File: src/rtl/pack_pkg.sv
// Shared pack layout for the video pack switch: field positions, the pack type and the RGB mask.
// The RGB mask is used only when PACK_SWITCH_BLANK_EN is defined.
package pack_pkg;

    localparam int PACK_W   = 49;

    localparam int PCLK_BIT = 48;
    localparam int HS_BIT   = 47;
    localparam int VS_BIT   = 46;
    localparam int DE_BIT   = 45;

    localparam int RGB_HI   = 44;
    localparam int RGB_LO   = 21;
    localparam int RGB_W    = RGB_HI - RGB_LO + 1;

    localparam int X_HI     = 20;
    localparam int X_LO     = 10;
    localparam int Y_HI     = 9;
    localparam int Y_LO     = 0;

    typedef logic [PACK_W-1:0] pack_t;

    // Ones over the 24 colour bits; sync, de and coordinates stay outside the mask
    localparam pack_t RGB_MASK = pack_t'({RGB_W{1'b1}}) << RGB_LO;

endpackage

File: src/rtl/key_debounce.sv
// Push-button conditioner: 2-flop synchroniser, stability counter and a 1-cycle press pulse.
// The press pulse appears DEB_TICKS+3 cycles after a clean key edge.
module key_debounce #(
    parameter int DEB_TICKS = 500_000
)(
    input  logic clk,
    input  logic rst,
    input  logic key,
    output logic press
);

    localparam int CNT_W = $clog2(DEB_TICKS + 1);

    logic             sync1_reg;
    logic             sync2_reg;
    logic             sync3_reg;
    logic             stable_reg;
    logic             press_reg;
    logic [CNT_W-1:0] cnt_reg;

    always_ff @(posedge clk) begin
        if (rst) begin
            sync1_reg  <= 1'b0;
            sync2_reg  <= 1'b0;
            sync3_reg  <= 1'b0;
            stable_reg <= 1'b0;
            press_reg  <= 1'b0;
            cnt_reg    <= '0;
        end else begin
            sync1_reg <= key;
            sync2_reg <= sync1_reg;
            sync3_reg <= sync2_reg;
            press_reg <= 1'b0;
            // Any change restarts the count; the count saturates once the level is trusted
            if (sync2_reg != sync3_reg) begin
                cnt_reg <= '0;
            end else if (cnt_reg != CNT_W'(DEB_TICKS - 1)) begin
                cnt_reg <= cnt_reg + CNT_W'(1);
            end else if (sync2_reg != stable_reg) begin
                stable_reg <= sync2_reg;
                press_reg  <= sync2_reg;
            end
        end
    end

    assign press = press_reg;

endmodule

File: src/rtl/pack_switch_n.sv
// N-channel video pack switch; channel changes commit only on a vsync rising edge of the live channel.
// Optional macro PACK_SWITCH_BLANK_EN blanks RGB for the first frame after every commit.
module pack_switch_n #(
    parameter int N_CH          = 4,
    parameter int PACK_W        = pack_pkg::PACK_W,
    parameter int VS_BIT        = pack_pkg::VS_BIT,
    parameter int DEB_TICKS     = 500_000,
    parameter int FRAMES_PER_CH = 60,
    localparam int SEL_W        = $clog2(N_CH)
)(
    input  logic                   clk,
    input  logic                   rst,
    input  logic                   key,
    input  logic                   auto_en,
    input  logic [N_CH*PACK_W-1:0] i_packs,
    output logic [PACK_W-1:0]      o_pack,
    output logic [SEL_W-1:0]       sel,
    output logic                   pending
);

    import pack_pkg::*;

    localparam int CNT_W = (FRAMES_PER_CH > 1) ? $clog2(FRAMES_PER_CH) : 1;

    if (N_CH < 2 || N_CH > 16) begin : g_bad_nch
        $error("pack_switch_n: N_CH must be in 2..16");
    end
    if (FRAMES_PER_CH < 1) begin : g_bad_frames
        $error("pack_switch_n: FRAMES_PER_CH must be at least 1");
    end
    if (DEB_TICKS < 1) begin : g_bad_deb
        $error("pack_switch_n: DEB_TICKS must be at least 1");
    end
    if (VS_BIT >= PACK_W) begin : g_bad_vs
        $error("pack_switch_n: VS_BIT must lie inside the pack");
    end

    logic [PACK_W-1:0] pack_arr [N_CH];

    genvar gi;
    for (gi = 0; gi < N_CH; gi++) begin : g_unpack
        assign pack_arr[gi] = i_packs[gi*PACK_W +: PACK_W];
    end

    logic [SEL_W-1:0]  sel_reg;
    logic [SEL_W-1:0]  target_reg;
    logic              pending_reg;
    logic              vs_prev_reg;
    logic [CNT_W-1:0]  frame_cnt_reg;
    logic [PACK_W-1:0] o_pack_reg;

    logic              press;
    logic              vs_now;
    logic              vs_rise;
    logic              auto_hit;
    logic              commit;
    logic [SEL_W-1:0]  new_sel;
    logic [SEL_W-1:0]  base_sel;
    logic [SEL_W-1:0]  base_target;
    logic [SEL_W-1:0]  press_target;
    logic [PACK_W-1:0] mux_pack;
    logic [PACK_W-1:0] out_next;

    function automatic logic [SEL_W-1:0] next_ch(input logic [SEL_W-1:0] c);
        return (c == SEL_W'(N_CH - 1)) ? '0 : c + SEL_W'(1);
    endfunction

    key_debounce #(
        .DEB_TICKS (DEB_TICKS)
    ) u_key_debounce (
        .clk   (clk),
        .rst   (rst),
        .key   (key),
        .press (press)
    );

    // A press landing on a commit edge builds on the post-commit channel
    always_comb begin
        mux_pack     = pack_arr[sel_reg];
        vs_now       = mux_pack[VS_BIT];
        vs_rise      = vs_now & ~vs_prev_reg;
        auto_hit     = auto_en & vs_rise & (frame_cnt_reg == CNT_W'(FRAMES_PER_CH - 1));
        commit       = vs_rise & (pending_reg | auto_hit);
        new_sel      = auto_hit ? next_ch(sel_reg) : target_reg;
        base_sel     = commit ? new_sel : sel_reg;
        base_target  = commit ? new_sel : target_reg;
        press_target = next_ch(base_target);
    end

`ifdef PACK_SWITCH_BLANK_EN
    logic blank_reg;

    always_comb begin
        out_next = mux_pack;
        if (blank_reg && !vs_rise) begin
            out_next = mux_pack & ~PACK_W'(RGB_MASK);
        end
    end

    always_ff @(posedge clk) begin
        if (rst) begin
            blank_reg <= 1'b0;
        end else if (commit) begin
            blank_reg <= 1'b1;
        end else if (vs_rise) begin
            blank_reg <= 1'b0;
        end
    end
`else
    always_comb begin
        out_next = mux_pack;
    end
`endif

    always_ff @(posedge clk) begin
        if (rst) begin
            sel_reg       <= '0;
            target_reg    <= '0;
            pending_reg   <= 1'b0;
            vs_prev_reg   <= 1'b0;
            frame_cnt_reg <= '0;
            o_pack_reg    <= '0;
        end else begin
            o_pack_reg <= out_next;
            // Reload history from the incoming channel so the switch itself is not seen as an edge
            vs_prev_reg <= commit ? pack_arr[new_sel][VS_BIT] : vs_now;
            if (commit) begin
                sel_reg <= new_sel;
            end
            if (commit || !auto_en) begin
                frame_cnt_reg <= '0;
            end else if (vs_rise) begin
                frame_cnt_reg <= frame_cnt_reg + CNT_W'(1);
            end
            if (press) begin
                target_reg  <= press_target;
                pending_reg <= (press_target != base_sel);
            end else if (commit) begin
                target_reg  <= new_sel;
                pending_reg <= 1'b0;
            end
        end
    end

    assign o_pack  = o_pack_reg;
    assign sel     = sel_reg;
    assign pending = pending_reg;

endmodule

File: config.mk
export PLATFORM = sky130hd
export DESIGN_NAME = pack_switch_n
export DESIGN_NICKNAME = d
export VERILOG_FILES = /design/src/rtl/pack_pkg.sv /design/src/rtl/key_debounce.sv /design/src/rtl/pack_switch_n.sv
export SDC_FILE = /design/constraint.sdc
export NUM_CORES = 1
export LEC_CHECK = 0
export CAP_MARGIN = 20
export CORE_MARGIN = 10
export CORE_UTILIZATION = 41
export DETAILED_ROUTE_END_ITERATION = 12
export GPL_ROUTABILITY_DRIVEN = 0
export PLACE_DENSITY_LB_ADDON = 0.2
export SYNTH_ARGS = -nofsm -noshare
export SYNTH_HDL_FRONTEND = slang
export SYNTH_SLANG_ARGS = --single-unit
File: constraint.sdc
create_clock -name clk -period 3.1 [get_ports clk]
set_clock_uncertainty 0.1 [all_clocks]
set_input_delay 0.31 -clock clk [delete_from_list [all_inputs] [get_ports clk]]
set_output_delay 0.31 -clock clk [all_outputs]
set_load 0.02 [all_outputs]
==> flow_summary_export.csv, run 1 <==
group,metric,value,unit
detailed_routing,wl,15900,µm
critical_path,worstSetupEndpointType,"output pin",
finish,largest_register_ffs,49,
yosys,synth_cell_types,41,
floorplan,dieArea,14700,µm²
hold_path,hp-start,"u_key_debounce.sync1_reg",
critical_path,max_stage_delay,0.74,ns
floorplan,initial_core_util,42.5,%
floorplan,die_h,121,µm
finish,fin_util,71.2,%
detailed_routing,drc_errors,0,
yosys,synthTopCellsByArea,"dfxtp_1 41%, mux4_2 26%, nor2b_1 7.8%, xnor2_1 2.7%, nor2_1 2.3%",
detailed_routing,drtAntennaViolNets,0,
power,leakage,2.48,nW
yosys,synth_top_area_share,40.6,%
finish,layout_commonest_cell,"clkdlybuf4s50_1",
critical_path,slowest_stage,"clkdlybuf4s50_1",
floorplan,row_count,36,
yosys,yosysSeqAreaShare,40.6,%
critical_path,crit_type,"flip-flop to output pin",
global_routing,grt_pass1_wl,23500,µm
finish,fin_nets,797,
global_routing,groute.usage.overall,21.5,%
place,io_buffers,251,
yosys,yosys_warnings,0,
clock_network,cts.clk_slew.worst_paths,0.08,ns
clock_network,clock_path_buffers,2,
floorplan,design.core.area,9860,µm²
power,power_density,361,nW/µm²
detailed_routing,dr.pass1.iters,4,
sta,setup_viol,0,
clock_network,cts_resized,0,
clock_network,cts.hold.buffers_added,0,
run,maxCapViolCount,0,
sta,maxSlewHeadroom,49.2,%
clock_network,clock-sinks,85,
critical_path,path_cells,"buf_4, clkdlybuf4s50_1",
yosys,synth_cells,351,
sta,hold_violations,0,
power,internal_power,1.97,mW
floorplan,die_w,121,µm
detailed_routing,drt-initial-drc-count,146,
finish,synthToLayoutAreaGrowth,67.6,%
sta,fin_tns_setup,0,ns
hold_path,hold_class,"flip-flop to flip-flop",
yosys,synth-main-ff-cell,"dfxtp_1",
yosys,synth_top_area_cell,"dfxtp_1",
yosys,avgSynthCellArea,11.9,µm²
yosys,syn_area,4190,µm²
sta,setup_slack,0.698,ns
yosys,synthArstFlopShare,0,%
critical_path,cp_data_required_time,2.69,ns
power,peakVddDrop,182,µV
hold_path,hold_end,"u_key_debounce.sync2_reg",
sta,tightestPinTransition,0.762,ns
yosys,synth_top_family_by_area,"multiplexers",
clock_network,numCtsBuffers,9,
hold_path,holdPathStages,1,
critical_path,worstRegToRegCells,4,
critical_path,cp_data_arrival_time,1.99,ns
critical_path,timing.rr.end,"o_pack[10]",
place,hpwl,13500,µm
sta,maxSlewViolCount,0,
clock_network,clk_latency,0.36,ns
power,combPwrFrac,18.9,%
detailed_routing,viasPerCell,5.06,
yosys,ys_ff_latch,85,
sta,holdWs,0.355,ns
finish,layout-drive-gt1-share,13.4,%
clock_network,cts_root_buf,"clkbuf_8",
yosys,syn-num-nets,554,
sta,fmax,0.416,GHz
power,p_switching,0.568,mW
detailed_routing,via_count,3712,
yosys,synthMuxAreaShare,28.4,%
sta,post-route-period-util,77.5,%
global_routing,antenna_found_initial,3,
sta,rsz0062_at_grt,"no",
yosys,yosys.area_share.xor_xnor,5.02,%
clock_network,h-tree-depth,3,
finish,layout_common_cells,"250 x clkdlybuf4s50_1, 83 x dfxtp_1, 52 x nor2b_1, 49 x mux4_2, 26 x nor2_1",
critical_path,worst-path-buf-inv,2,
clock_network,tritoncts,"yes",
yosys,synthSimpleGateAreaFrac,17.7,%
power,pwr-share-clk,35.9,%
status,status,"finished, final reports clean",
global_routing,grt_max_degree,60,
global_routing,grt_remaining_overflow,0,
critical_path,startpoint_type,"flip-flop",
yosys,synth_compound_area_share,4.24,%
place,dp_slack,0.677,ns
critical_path,r2r-start,"sel[0]",
yosys,synth-adder-area-share,0.896,%
power,pwr-share-seq,45.2,%
clock_network,postCtsSetupRepairBufs,0,
critical_path,critPathMaxFanout,36,
critical_path,cpLargestDelayFamily,"buffers and inverters",
yosys,synth_edf_count,0,
floorplan,ios,252,
detailed_routing,wire_per_inst,21.6,µm
power,swShare,22.4,%
sta,period_minus_slack,2.40,ns
critical_path,r2r_setup_slack,0.85,ns
global_routing,grt_pass1_vias,4072,
==> synth_stat cells, drive strengths merged (6+ instances only) <==
cell	count
xnor2	13
a21oi	10
xor2	11
nor2b	52
buf	8
nand2	11
nand4	6
dfxtp	85
mux4	49
clkbuf	15
o21ai	6
nor2	26
mux2i	6
==> worst reg2reg max path, delay by kind of cell (launching register included) <==
family | cells | cell delay [ns]
flip-flops | 1 | 0.35
multiplexers | 1 | 0.56
buffers and inverters | 2 | 0.97
AND/OR/NAND/NOR | 1 | 0.14
==> per-stage QoR <==
step                instance area [µm²]  total power, mW  cells
finish                             7020             2.53    734
global route                       7020             2.62    734
floorplan                          4190             1.31    351
detailed placement                 6780             1.65    716
CTS                                7020             2.56    732
global placement                   6780             1.64    716
==> area by class of cell <==
type	instances	area (µm²)
Fill cell	738	2840
Sequential cell	85	1710
Timing Repair Buffer	255	2540
Inverter	4	15.0
Clock inverter	5	82.6
Antenna cell	2	5.00
Clock buffer	11	151
Tap cell	133	166
Multi-Input combinational cell	239	2360
==> how the worst max path moves through the flow <==
stage	from	end	slack, ns	cells past startpoint
3_3_place_gp	i_packs[193]	vs_prev_reg	0.70	6
4_1_cts	sel[0]	sel[0]	0.64	2
5_1_grt	sel[0]	sel[0]	0.58	2
2_1_floorplan	sel[0]	vs_prev_reg	0.86	6
3_5_place_dp	i_packs[193]	vs_prev_reg	0.68	6
6_report	sel[0]	sel[0]	0.70	2
==> power groups by stage <==
stage               Clock (mW)  Sequential [mW]  Combinational [mW]
floorplan                    0             1.21              0.0985
global placement             0             1.17               0.471
detailed placement           0             1.17               0.483
global route             0.965             1.15               0.507
CTS                      0.928             1.15               0.485
finish                   0.910             1.15               0.480
==> cell families after synthesis <==
group	Yosys count
and+or+nand+nor	128
DFF	85
muxes	57
AOI/OAI and AO/OA	27
buffers and inverters	27
xor gates and xnor gates	24
adders and majority gates	3
==> per-layer routing <==
metal | vias to the layer above | wire length, µm | part of all wire [%] | track usage [%]
met5 | - | 0 | 0 | 0
met4 | 0 | 502 | 3.2 | 10.0
met3 | 31 | 1340 | 8.5 | 8.79
met2 | 136 | 8770 | 55 | 39.6
met1 | 1775 | 5260 | 33 | 20.1
li1 | 1770 | - | - | -
No activity file was read; power rests on OpenSTA's default activity.
==> run 2: changes to the inputs <==
--- a/config.mk
+++ b/config.mk
@@ -7,7 +7,7 @@
 export LEC_CHECK = 0
 export CAP_MARGIN = 20
 export CORE_MARGIN = 10
-export CORE_UTILIZATION = 41
+export CORE_UTILIZATION = 38
 export DETAILED_ROUTE_END_ITERATION = 12
 export GPL_ROUTABILITY_DRIVEN = 0
 export PLACE_DENSITY_LB_ADDON = 0.2
==> constraint.sdc (replaced) <==
create_clock -name clk -period 2.4 [get_ports clk]
set_clock_uncertainty 0.1 [all_clocks]
set_input_delay 0.24 -clock clk [delete_from_list [all_inputs] [get_ports clk]]
set_output_delay 0.24 -clock clk [all_outputs]
set_load 0.02 [all_outputs]
==> run 2 against run 1 <==
  * Cell area down 0.12%
  * First-iteration DRC count up 6.2%
  * Worst setup slack worse by 0.41 ns
  * Power up 24%
  * Critical endpoint is now sel[1]
  * Die area up 6.6%
  * Final cell count up 0.54%
  * Via count up 0.57%
  * Global-route usage down 2.3 points
  * Largest cell class unchanged
  * Critical path type unchanged
==> flow_summary_export.csv, run 2 (synthesized netlist as in run 1, its figures left out) <==
group,metric,value,unit
status,status,"finished, final reports clean",
finish,largest_register_ffs,49,
clock_network,postCtsSetupRepairBufs,0,
sta,tightestPinTransition,0.715,ns
sta,rsz0062_at_grt,"no",
floorplan,dieArea,15600,µm²
global_routing,grt_pass1_wl,23700,µm
critical_path,cp_data_arrival_time,1.77,ns
power,pwr-share-clk,33.3,%
critical_path,slowest_stage,"clkdlybuf4s50_1",
floorplan,row_count,38,
global_routing,groute.usage.overall,19.2,%
critical_path,path_cells,"buf_4, clkdlybuf4s50_1",
sta,hold_violations,0,
power,leakage,2.46,nW
detailed_routing,drc_errors,0,
floorplan,ios,252,
clock_network,h-tree-depth,3,
floorplan,initial_core_util,38.7,%
finish,finalNonFillerCells,738,
sta,maxSlewViolCount,0,
power,combPwrFrac,19.8,%
hold_path,hold_class,"flip-flop to flip-flop",
global_routing,grt_max_degree,60,
power,power_density,449,nW/µm²
critical_path,startpoint_type,"flip-flop",
clock_network,cts_resized,0,
power,peakVddDrop,269,µV
detailed_routing,wl,15400,µm
detailed_routing,wire_per_inst,20.8,µm
sta,fmax,0.473,GHz
finish,fin_nets,797,
clock_network,cts.clk_slew.worst_paths,0.07,ns
place,io_buffers,251,
clock_network,cts.hold.buffers_added,0,
critical_path,max_stage_delay,0.70,ns
sta,fin_tns_setup,0,ns
global_routing,grt_remaining_overflow,0,
place,hpwl,13000,µm
critical_path,critPathMaxFanout,33,
sta,period_minus_slack,2.11,ns
power,swShare,21.9,%
critical_path,worstSetupEndpointType,"output pin",
place,dp_cells,723,
sta,setup_viol,0,
critical_path,cp_data_required_time,2.06,ns
power,p_switching,0.689,mW
clock_network,clock-sinks,85,
run,maxCapViolCount,0,
floorplan,design.core.area,10800,µm²
finish,diodes,0,
clock_network,clock_path_buffers,2,
power,pwr-share-seq,46.9,%
sta,maxSlewHeadroom,52.3,%
clock_network,cts_root_buf,"clkbuf_8",
detailed_routing,drt-initial-drc-count,155,
global_routing,antenna_found_initial,0,
finish,layout-drive-gt1-share,13.0,%
clock_network,clk_latency,0.34,ns
clock_network,tritoncts,"yes",
floorplan,die_h,125,µm
critical_path,worst-path-buf-inv,2,
finish,design_area,7010,µm²
finish,synthToLayoutAreaGrowth,67.4,%
global_routing,grt_pass1_vias,4277,
critical_path,crit_type,"flip-flop to output pin",
detailed_routing,dr.pass1.iters,4,
floorplan,die_w,125,µm
finish,layout_commonest_cell,"clkdlybuf4s50_1",
detailed_routing,viasPerCell,5.06,
place,placed_area,6810,µm²
sta,post-route-period-util,88.1,%
detailed_routing,via_count,3733,
power,internal_power,2.46,mW
detailed_routing,drtAntennaViolNets,0,
finish,layout_common_cells,"250 x clkdlybuf4s50_1, 83 x dfxtp_1, 52 x nor2b_1, 49 x mux4_2, 26 x nor2_1",
critical_path,cpLargestDelayFamily,"buffers and inverters",
clock_network,numCtsBuffers,9,
## run 2: cell count changes in the layout (fill, tap and decap cells not counted)
cell        previous run  this run
buf_12                 0         1
buf_4                  4         3
bufinv_16              2         1
clkbuf_1               0         1
clkbuf_16              0         1
clkbuf_8              11        10
clkinv_4               2         0
clkinvlp_4             0         1
diode_2                2         0
## run 2: metrics by stage
stage	hold slack (ns)	worst slack [ns]	total power [mW]	util (%)
after floorplan	0.219	0.163	1.69	-
after global placement	0.320	0.0687	2.13	62.8
after detailed placement	0.325	0.0297	2.14	62.8
after CTS	0.343	0.233	3.19	64.7
after global routing	0.373	0.0930	3.28	64.7
final	0.351	0.285	3.15	64.7
## run 2: worst paths after layout
kind / start / to / slack [ns] / cells past startpoint
worst max register to register: sel[0] / vs_prev_reg / 0.32 / 5
worst max-delay path: sel[1] / sel[1] / 0.29 / 2
worst min register to register: u_key_debounce.sync1_reg / u_key_debounce.sync2_reg / 0.35 / 1
worst min-delay path: u_key_debounce.sync1_reg / u_key_debounce.sync2_reg / 0.35 / 1
## run 2: power groups by stage
stage               clock network (mW)  registers [mW]  logic, mW
finish                            1.05            1.48      0.624
CTS                               1.08            1.48      0.631
global route                      1.14            1.49      0.661
global placement                     0            1.51      0.618
detailed placement                   0            1.51      0.628
floorplan                            0            1.57      0.127
## run 2: routing by layer
| metal | track usage [%] | vias up | share of wire, % |
|---|---|---|---|
| li1 | - | 1764 | - |
| met1 | 18.3 | 1801 | 35 |
| met2 | 37.0 | 148 | 55 |
| met3 | 6.89 | 20 | 7.4 |
| met4 | 6.37 | 0 | 2.6 |
| met5 | 0 | - | 0 |
## run 2: area by class of cell
cell class,count,area (µm²)
fillers,856,3830
clock buffers,12,166
well taps,140,175
repair buffers,255,2550
clock inverters,3,42.5
flip-flops and latches,85,1710
inverters,4,15.0
multi-input cells,239,2360
